`src/rtl/oneapi_axs_to_avs_pixel_gasket.sv`:
```
// AXI4-Stream to Avalon-ST pixel ingress gasket: channel unpacking, SOF/EOL mapping, pre-SOF discard, 2-entry skid buffer.
// Optional statistics counters are enabled with `define ONEAPI_AXS_TO_AVS_STATS_EN.
module oneapi_axs_to_avs_pixel_gasket #(
    parameter int PARALLEL_PIXELS     = 4,
    parameter int BITS_PER_CHANNEL    = 10,
    parameter int CHANNELS            = 4,
    parameter int BITS_PER_CHANNEL_AV = 1 << $clog2(BITS_PER_CHANNEL),
    parameter int BITS_PER_PIXEL_AV   = BITS_PER_CHANNEL_AV * CHANNELS,
    parameter int BITS_AV             = BITS_PER_PIXEL_AV * PARALLEL_PIXELS,
    parameter int EMPTY_BITS          = $clog2(BITS_AV / 8),
    parameter int BITS_PER_PIXEL_AXI  = 8 * ((CHANNELS * BITS_PER_CHANNEL + 7) / 8),
    parameter int BITS_AXI            = BITS_PER_PIXEL_AXI * PARALLEL_PIXELS,
    parameter int TUSER_BITS          = (BITS_AXI + 7) / 8
) (
    input  logic                  csi_clk,
    input  logic                  rsi_reset,
    output logic                  axs_tready,
    input  logic                  axs_tvalid,
    input  logic [BITS_AXI-1:0]   axs_tdata,
    input  logic                  axs_tlast,
    input  logic [TUSER_BITS-1:0] axs_tuser,
    input  logic                  aso_ready,
    output logic                  aso_valid,
    output logic [BITS_AV-1:0]    aso_data,
    output logic                  aso_startofpacket,
    output logic                  aso_endofpacket,
`ifdef ONEAPI_AXS_TO_AVS_STATS_EN
    output logic [31:0]           stat_frames,
    output logic [31:0]           stat_lines,
    output logic [15:0]           stat_dropped,
`endif
    output logic [EMPTY_BITS-1:0] aso_empty
);

    typedef enum logic {WAIT_SOF, STREAM} state_t;

    typedef struct packed {
        logic [BITS_AV-1:0] data;
        logic               sop;
        logic               eop;
    } beat_t;

    state_t state_q, state_d;
    beat_t  in_beat, out_q, skid_q;
    logic   out_valid_q, skid_valid_q, skid_valid_d, tready_q;
    logic   accept, enq, drop, out_free;

    // Pad bits and tuser[TUSER_BITS-1:1] carry nothing for the kernel.
    logic unused_bits;
    assign unused_bits = ^{axs_tuser, axs_tdata};

    // NOTE: every always_comb output gets a default before any conditional write, so no latch is inferred.
    always_comb begin
        in_beat.data = '0;
        for (int p = 0; p < PARALLEL_PIXELS; p++) begin
            for (int c = 0; c < CHANNELS; c++) begin
                in_beat.data[p*BITS_PER_PIXEL_AV + c*BITS_PER_CHANNEL_AV +: BITS_PER_CHANNEL] =
                    axs_tdata[p*BITS_PER_PIXEL_AXI + c*BITS_PER_CHANNEL +: BITS_PER_CHANNEL];
            end
        end
        in_beat.sop = axs_tuser[0];
        in_beat.eop = axs_tlast;
    end

    assign accept   = axs_tvalid && tready_q;
    assign enq      = accept && ((state_q == STREAM) || axs_tuser[0]);
    assign drop     = accept && !enq;
    assign out_free = !out_valid_q || aso_ready;
    // tready is low exactly while the skid holds a beat, so enq and a full skid never coincide.
    assign skid_valid_d = !out_free && (skid_valid_q || enq);

    always_comb begin
        state_d = state_q;
        if (state_q == WAIT_SOF && enq) begin
            state_d = STREAM;
        end
    end

    // NOTE: sequential state uses non-blocking assignments so every register samples pre-edge values.
    always_ff @(posedge csi_clk) begin
        if (rsi_reset) begin
            state_q      <= WAIT_SOF;
            tready_q     <= 1'b0;
            out_valid_q  <= 1'b0;
            skid_valid_q <= 1'b0;
            // NOTE: the payload registers are reset too because aso_data must read zero out of reset.
            out_q        <= '0;
            skid_q       <= '0;
        end else begin
            state_q      <= state_d;
            tready_q     <= !skid_valid_d;
            skid_valid_q <= skid_valid_d;
            if (out_free) begin
                if (skid_valid_q) begin
                    out_q       <= skid_q;
                    out_valid_q <= 1'b1;
                end else begin
                    out_valid_q <= enq;
                    if (enq) begin
                        out_q <= in_beat;
                    end
                end
            end else if (enq) begin
                skid_q <= in_beat;
            end
        end
    end

    assign axs_tready        = tready_q;
    assign aso_valid         = out_valid_q;
    assign aso_data          = out_q.data;
    assign aso_startofpacket = out_q.sop;
    assign aso_endofpacket   = out_q.eop;
    assign aso_empty         = '0;

`ifdef ONEAPI_AXS_TO_AVS_STATS_EN
    logic [31:0] frames_q, lines_q;
    logic [15:0] dropped_q;

    always_ff @(posedge csi_clk) begin
        if (rsi_reset) begin
            frames_q  <= '0;
            lines_q   <= '0;
            dropped_q <= '0;
        end else begin
            if (enq && in_beat.sop) frames_q <= frames_q + 32'd1;
            if (enq && in_beat.eop) lines_q <= lines_q + 32'd1;
            if (drop && dropped_q != 16'hFFFF) dropped_q <= dropped_q + 16'd1;
        end
    end

    assign stat_frames  = frames_q;
    assign stat_lines   = lines_q;
    assign stat_dropped = dropped_q;
`endif

endmodule

```
`config.mk`:
```
export PLATFORM = sky130hd
export DESIGN_NAME = oneapi_axs_to_avs_pixel_gasket
export DESIGN_NICKNAME = d
export VERILOG_FILES = /design/src/rtl/oneapi_axs_to_avs_pixel_gasket.sv
export SDC_FILE = /design/constraint.sdc
export NUM_CORES = 1
export LEC_CHECK = 0
export CORE_ASPECT_RATIO = 1.75
export CORE_MARGIN = 4
export CORE_UTILIZATION = 52
export DETAILED_ROUTE_END_ITERATION = 10
export MAX_ROUTING_LAYER = met4
export PLACE_DENSITY = 0.95
export SLEW_MARGIN = 0
export SYNTH_ARGS = -nofsm -noshare
export SYNTH_HDL_FRONTEND = slang
export SYNTH_SLANG_ARGS = --single-unit
```
`constraint.sdc`:
```
create_clock -name csi_clk -period 2.99 [get_ports csi_clk]
set_clock_uncertainty 0.2 [all_clocks]
set_input_delay 0.299 -clock csi_clk [delete_from_list [all_inputs] [get_ports csi_clk]]
set_output_delay 0.299 -clock csi_clk [all_outputs]
set_load 0.02 [all_outputs]
```
### Word level (Yosys, flattened, before mapping)

Index checks and enable logic that the tools add are counted.

| word-level totals | value |
|---|---|
| register bits after elaboration | 424 |
| bits in writable memories | 0 |
| memory bits (read-only) | 0 |
| bits in latches | 0 |
| memories kept | 0 |
| word-level logic and storage cells | 28 |
| output and inout port bits | 265 |

| cells by class | value |
|---|---|
| magnitude comparators | 0 |
| equal/unequal tests | 0 |
| shifts and indexed selects | 0 |
| multiply operators | 0 |
| bitwise operators | 2 |
| add/subtract/negate cells | 0 |
| muxes and demuxes | 3 |
| reductions and logical operators | 13 |
| div/mod/pow operators | 0 |

Operators with widths:

| cell | number |
|---|---|
| $mux 258 | 2 |
| $logic_and 1x1->1 | 4 |
| $reduce_and 2->1 | 2 |
| $logic_not 1->1 | 3 |
| $logic_or 1x1->1 | 3 |
| $not 1->1 | 2 |
| $reduce_bool 2->1 | 1 |
| $mux 1 | 1 |

### Longest topological paths before layout

Gate-level depths: netlist of the first run.

| depth | value |
|---|---|
| depth in word-level cells | 5 |
| gate-level depth with buffers | 6 |
| depth with buffers taken out | 3 |

### Worst setup path before layout of the first run

Ideal clock, no wire load.

| timing | value |
|---|---|
| path kind | register to register |
| from | register out_valid_q (netlist: aso_valid) |
| to | register out_q, in the netlist aso_data[178] |
| data arrival time | 1.491 ns |
| setup slack | 1.212 ns |
| stages on the path, launching flop included | 7 |
| buffers on the path | 3 |
| period minus slack after synthesis | 1.778 ns |
| cell sequence | dfxtp_1 -> nor2b_1 -> buf_2 -> buf_2 -> buf_1 -> a211oi_1 -> a221oi_2 |

| between the ends | value |
|---|---|
| word-level cells in the longest chain between the ends | 3 |

Ends and longest elaborated chain:

| what | RTL line | RTL |
|---|---|---|
| start: declaration | 45 | `logic out_valid_q, skid_valid_q, skid_valid_d, tready_q;` |
| start signal: assignment | 98 | `out_valid_q <= enq;` |
| $logic_not 1->1 | 68 | `assign out_free = !out_valid_q \|\| aso_ready;` |
| $logic_or 1x1->1 | 68 |  |
| $reduce_and 2->1 (no source line) | - |  |
| end signal: assignment | 95 | `out_q <= skid_q;` |
| end signal: assignment | 100 | `out_q <= in_beat;` |
| end: declaration | 44 | `beat_t in_beat, out_q, skid_q;` |

Every way passes these cells.
A chain may end at the register's enable or synchronous reset.

### Worst setup path in the final report of the first run

| timing | value |
|---|---|
| from | register skid_valid_q |
| to | register out_q, in the netlist aso_data[130] |

| between the ends | value |
|---|---|
| word-level cells in the longest chain between the ends | 2 |
| elaborated cells between the ends (all ways) | 3 |
| classes of those cells | mux: 1; reduce/logical: 2 |

Ends and longest elaborated chain:

| what | RTL line | RTL |
|---|---|---|
| start: declaration | 45 |  |
| start signal: assignment | 92 | `skid_valid_q <= skid_valid_d;` |
| $reduce_bool 2->1 (no source line) | - |  |
| $reduce_and 2->1 (no source line) | - |  |

Several ways; a longest one is shown, not always the timed one.

==> results of run 1 <==
==> cell type report <==
| cell class | count | area, um^2 | share of cell area |
|---|---|---|---|
| Antenna cell | 7 | 17.52 | 0.0009011 |
| Clock buffer | 42 | 885.9 | 0.04557 |
| Clock inverter | 10 | 177.7 | 0.009139 |
| Inverter | 162 | 608.1 | 0.03128 |
| Multi-Input combinational cell | 1085 | 7017 | 0.3609 |
| Sequential cell | 328 | 6570 | 0.3380 |
| Tap cell | 382 | 478.0 | 0.02459 |
| Timing Repair Buffer | 354 | 3686 | 0.1896 |
==> worst register-to-register path: cells and delay by family, from the launching register on <==
kind                   cells  cell delay [ns]
AOI/OAI and AO/OA          2             0.37
buffers and inverters      1             0.45
DFF                        1             0.75
and+or+nand+nor            1             0.32
==> logic make-up (layout without fill, tap and decap cells) <==
group	after synthesis	after routing
AO/OA/AOI/OAI	654	654
buffers and inverters	459	568
AND/OR/NAND/NOR	330	330
flip-flops	328	328
other	1	108
==> worst max-delay path by stage <==
stage / end / depth (start not counted)
after global routing: aso_data[130] / 4
after global placement: aso_data[9] / 5
after detailed placement: skid_q[246] / 5
after floorplan: aso_data[178] / 6
final: aso_data[130] / 4
after CTS: axs_tready / 1
==> cell usage in the layout, fill, tap and decap left out, types with 2 or more instances in the layout <==
cell,instances
nor2_1,2
dfxtp_1,327
clkbuf_1,3
o21ai_0,162
nor2b_1,162
a21oi_1,164
clkbuf_8,9
a221oi_1,93
bufinv_16,5
conb_1,101
inv_1,162
buf_12,16
buf_4,9
diode_2,7
clkdlybuf4s50_1,328
clkinv_2,4
nand2b_4,2
clkbuf_16,30
a211oi_1,162
nand3_1,162
a221oi_2,69
==> stage by stage <==
stage	utilization	std cells	setup slack (ns)	hold slack (ns)	cell area [um^2]
final	0.6638	2370	0.7688	0.05421	19440
after global routing	0.6637	2369	0.6579	0.06605	19440
after floorplan	-	1872	1.212	0.2467	15780
after detailed placement	0.6269	2311	0.5156	0.2524	18360
after global placement	0.6269	2311	0.6286	0.2480	18360
after CTS	0.6632	2363	0.7966	0.03206	19420
==> metal layers <==
metal / track usage / part of all wire / vias to the layer above
li1: - / - / 6544
met1: 0.2985 / 0.36 / 6862
met2: 0.4656 / 0.51 / 817
met3: 0.04024 / 0.074 / 170
met4: 0.1429 / 0.055 / 0
met5: - / 0 / -
==> registers in the layout, summed over array words and instances (netlist names) <==
| signal | cells |
|---|---|
| aso_data | 160 |
| skid_q | 162 |
| aso_endofpacket | 1 |
| state_q | 1 |
| axs_tready | 1 |
| aso_startofpacket | 1 |
| skid_valid_q | 1 |
| aso_valid | 1 |
==> power by group <==
part / internal [mW] / leakage (nW) / switching (mW)
clock: 2.48 / 0.524 / 1.68
combinational: 0.683 / 3.35 / 0.894
sequential: 4.52 / 2.67 / 0.0936
==> impl_metrics.json, run 1 <==
{
  "synth_top_family_by_area": "compound AO/OA/AOI/OAI gates",
  "final.setup.tns_ns": 0,
  "synth.area.top_cells": "dfxtp_1 (43%), a211oi_1 (7.9%), a221oi_2 (6.7%)",
  "final_nets": 2145,
  "r2r.worst_path.cells": 4,
  "synthesis.instances": 1772,
  "die_y_um": 235.7,
  "ir_drop_uv": 531.8,
  "r2r-start": "skid_valid_q",
  "clock_latency_ns": 0.55,
  "vias": 14390,
  "synth_xor_area_frac": 0,
  "synth.distinct_cells": 22,
  "syn_avg_cell_area_um2": 8.694,
  "clock_sinks": 328,
  "worstSetupPathType": "flop to flop",
  "muxShareOfSynthArea": 0,
  "max_freq_mhz": 450.2,
  "hpwl_um": 28300,
  "hold_path_class": "primary input to flop",
  "drive_gt1_frac": 0.07622,
  "track_usage": 0.2695,
  "hold_buffers": 0,
  "synthAdderAreaFrac": 0,
  "drv_cap": 0,
  "cpPeakStageDelay_ns": 0.75,
  "path_buf_inv": 1,
  "syn2layout_area_growth_pct": 26.18,
  "yosys_warnings": 0,
  "ys_ff_latch": 328,
  "cts_made_buffers": 29,
  "htree_levels": 1,
  "portBuffers": 329,
  "initialDrtViolationCount": 1152,
  "report.final.setup_viol": 0,
  "r2r_end": "aso_data[130]",
  "worst_slew_pin_slew_ns": 0.8347,
  "fillers": 2105,
  "io_pins": 450,
  "die_x_um": 138.1,
  "grt_setup_unrepaired": "false",
  "yosys.area_share.simple": 0.1204,
  "endpoint_kind": "flop",
  "critPathTopFamily": "flip-flops",
  "post_drt_wl_per_cell_um": 19.48,
  "ctsResizeCount": 0,
  "power_leakage_nw": 6.540,
  "ys.flop_type": "dfxtp_1",
  "grt_pass1_vias": 13810,
  "slew_headroom": 0.4435,
  "wl_um": 46170,
  "clk_pin_slew_worst_paths_ns": 0.07,
  "worstPathRequired_ns": 3.20,
  "die_area_um2": 32550,
  "drtPass1Iterations": 8,
  "vias_per_cell": 6.073,
  "post-route-period-util": 0.7429,
  "synth-edff-count": 0,
  "cp.arrival_ns": 2.43,
  "drc": 0,
  "clk_path_buf_depth": 3,
  "gr-total-overflow": 0,
  "startpoint_type": "flop",
  "gp_congestion": 0.8409,
  "hold_viol_final": 0,
  "start_util": 0.5261,
  "critPathLaunch": "skid_valid_q",
  "total_power_mw": 10.35,
  "fin_crit_ns": 2.221,
  "status": "finished clean",
  "regToRegSetupSlack_ns": 0.77,
  "postCtsSetupBuffers": 0,
  "ant_nets": 0,
  "grt_first_pass_wirelength_um": 72070,
  "synth_most_common_cell": "dfxtp_1",
  "cp_max_fo": 128,
  "synth_top_area_cell": "dfxtp_1",
  "netlist_top_cells_count": "dfxtp_1 (328), a21oi_1 (164), nor2b_1 (163)",
  "cp_slowest_cell": "dfxtp_4",
  "cts_tree": "done",
  "rows": 83,
  "hold_end": "skid_q[6]",
  "yosysTopAreaCellShare": 0.4262,
  "seq_area_frac_synth": 0.4262,
  "antenna_found_initial": 6,
  "synth_compound_area_frac": 0.3080,
  "min_from": "rsi_reset",
  "core_area_um2": 29290,
  "min_path_cells": 2,
  "p_per_area_nw_per_um2": 532.4,
  "netlist_area_um2": 15410,
  "synthArstFlopShare": 0,
  "grt_max_degree": 164,
  "cp_cell_sequence": "buf_12 -> nor2b_1 -> a211oi_1 -> a221oi_1",
  "root_buffer": "clkbuf_16",
  "final-max-slew-violation-count": 0
}
No activity file was read; power rests on OpenSTA's default activity.
==> run 2: changes to the inputs <==
- CORE_UTILIZATION: 52 -> 43
- PLACE_DENSITY: 0.95 -> 0.87
- clock period: 2.99 -> 1.8 ns (I/O delays scaled with it)
==> impl_metrics.json, run 2 (synthesized netlist as in run 1, its figures left out) <==
{
  "status": "finished clean",
  "vias_per_cell": 5.711,
  "min_from": "axs_tdata[88]",
  "syn2layout_area_growth_pct": 34.07,
  "final-max-slew-violation-count": 0,
  "die_x_um": 151.1,
  "place_ws_ns": -0.3030,
  "largest_register_ffs": 162,
  "initialDrtViolationCount": 1078,
  "grt_max_degree": 78,
  "cp_slowest_cell": "dfxtp_1",
  "portBuffers": 329,
  "drive_gt1_frac": 0.1203,
  "grt_first_pass_wirelength_um": 74240,
  "root_buffer": "clkbuf_16",
  "startpoint_type": "flop",
  "cts_made_buffers": 29,
  "worstPathRequired_ns": 1.42,
  "track_usage": 0.2368,
  "critPathTopFamily": "buffers and inverters",
  "r2r.worst_path.cells": 6,
  "grt_pass1_vias": 14620,
  "vias": 14750,
  "r2r-start": "aso_valid",
  "path_buf_inv": 2,
  "hold_path_class": "primary input to flop",
  "top_register": "skid_q",
  "dpl_cell_area_um2": 19430,
  "drtPass1Iterations": 5,
  "final_common_cell": "dfxtp_1",
  "hold_viol_final": 0,
  "fin_ws_ns": 0.04548,
  "report.final.setup_viol": 0,
  "clk_path_buf_depth": 3,
  "fin_crit_ns": 1.755,
  "endpoint_kind": "primary output",
  "gp_congestion": 0.8354,
  "final_area_um2": 20650,
  "final_nets": 2276,
  "regToRegSetupSlack_ns": 0.06,
  "max_freq_mhz": 570.0,
  "hpwl_um": 32210,
  "cp_max_fo": 3,
  "mostFrequentLayoutCells": "dfxtp_1 (326), a21oi_1 (164), clkdlybuf4s50_1 (164)",
  "antenna_found_initial": 5,
  "rows": 91,
  "cp_cell_sequence": "buf_4 -> clkdlybuf4s15_1",
  "clk_pin_slew_worst_paths_ns": 0.07,
  "ant_nets": 0,
  "drc": 0,
  "final.setup.tns_ns": 0,
  "cts_tree": "done",
  "gr-total-overflow": 0,
  "io_pins": 450,
  "worstSetupPathType": "flop to primary output",
  "fin_hold_ws_ns": 0.03037,
  "cpPeakStageDelay_ns": 0.37,
  "die_y_um": 258.4,
  "wl_um": 48190,
  "r2r_end": "aso_data[192]",
  "post_drt_wl_per_cell_um": 18.66,
  "p_per_area_nw_per_um2": 817.2,
  "ir_drop_uv": 818.0,
  "core_area_um2": 35300,
  "clock_latency_ns": 0.55,
  "cp.arrival_ns": 1.37,
  "die_area_um2": 39040,
  "post-route-period-util": 0.9747,
  "hold_end": "skid_q[138]",
  "htree_levels": 1,
  "drv_cap": 0,
  "power_leakage_nw": 7.921,
  "clock_sinks": 328,
  "min_path_cells": 3,
  "start_util": 0.4365
}
run 2: cell types whose count changed in the layout (fill, tap and decap cells not counted), sizes merged:
cell	delta
clkdlybuf4s15	+1
clkbuf	+4
bufinv	-2
dlygate4sd2	+163
clkdlybuf4s50	-164
diode	-1
dlygate4sd3	+30
buf	+99
clkinvlp	-1
run 2: worst max-delay path by stage:
stage	startpoint	endpoint	depth (start not counted)	slack, ns
after floorplan	aso_valid	aso_data[178]	6	0.02
after global placement	axs_tuser[0]	skid_q[67]	6	-0.25
after detailed placement	axs_tuser[0]	skid_q[9]	6	-0.30
after CTS	axs_tready	axs_tready	2	0.008
after global routing	skid_valid_q	aso_data[132]	5	-0.003
final	axs_tready	axs_tready	2	0.05
run 2: repair_timing:
action / in CTS / in global routing
endpoints found under the setup margin: 164 / 32
hold buffers: 30 / 0
gates cloned: 0 / 2
resized for setup: 165 / 9
endpoints found under the hold margin: 98 / 0
setup buffers: 0 / 4
pin swaps: 0 / 1
run 2: where the power goes:
part | internal (mW) | switching [mW] | total (mW)
clock network | 3.78 | 2.73 | 6.51
registers | 7.50 | 0.147 | 7.65
logic | 1.16 | 1.56 | 2.71
run 2: per-layer routing:
metal	wire [um]	GRT usage	vias to the layer above
met5	0	-	-
met4	3048	0.1374	0
met3	3373	0.03464	177
met2	24900	0.4153	789
met1	16870	0.2494	6983
li1	-	-	6798
run 2: layout make-up:
cell class | instances | area (um^2)
Fill cell | 2825 | 14640
Multi-Input combinational cell | 1085 | 7038
Sequential cell | 328 | 6571
Timing Repair Buffer | 485 | 4848
Clock buffer | 44 | 882.1
Inverter | 162 | 608.1
Tap cell | 465 | 581.8
Clock inverter | 7 | 110.1
Antenna cell | 6 | 15.01
run 2: metrics by stage:
step	utilization	power, mW	cells
2_1_floorplan	-	9.415	1872
3_3_place_gp	0.5504	10.51	2489
3_5_place_dp	0.5504	10.57	2489
4_1_cts	0.5812	16.97	2570
5_1_grt	0.5851	17.49	2581
6_report	0.5852	16.88	2582
run 2: tightest hold or removal path: cells and delay by family:
family,cells,cell delay [ns]
simple gates,1,0.07
buf+inv,1,0.42
compound gates,1,0.06
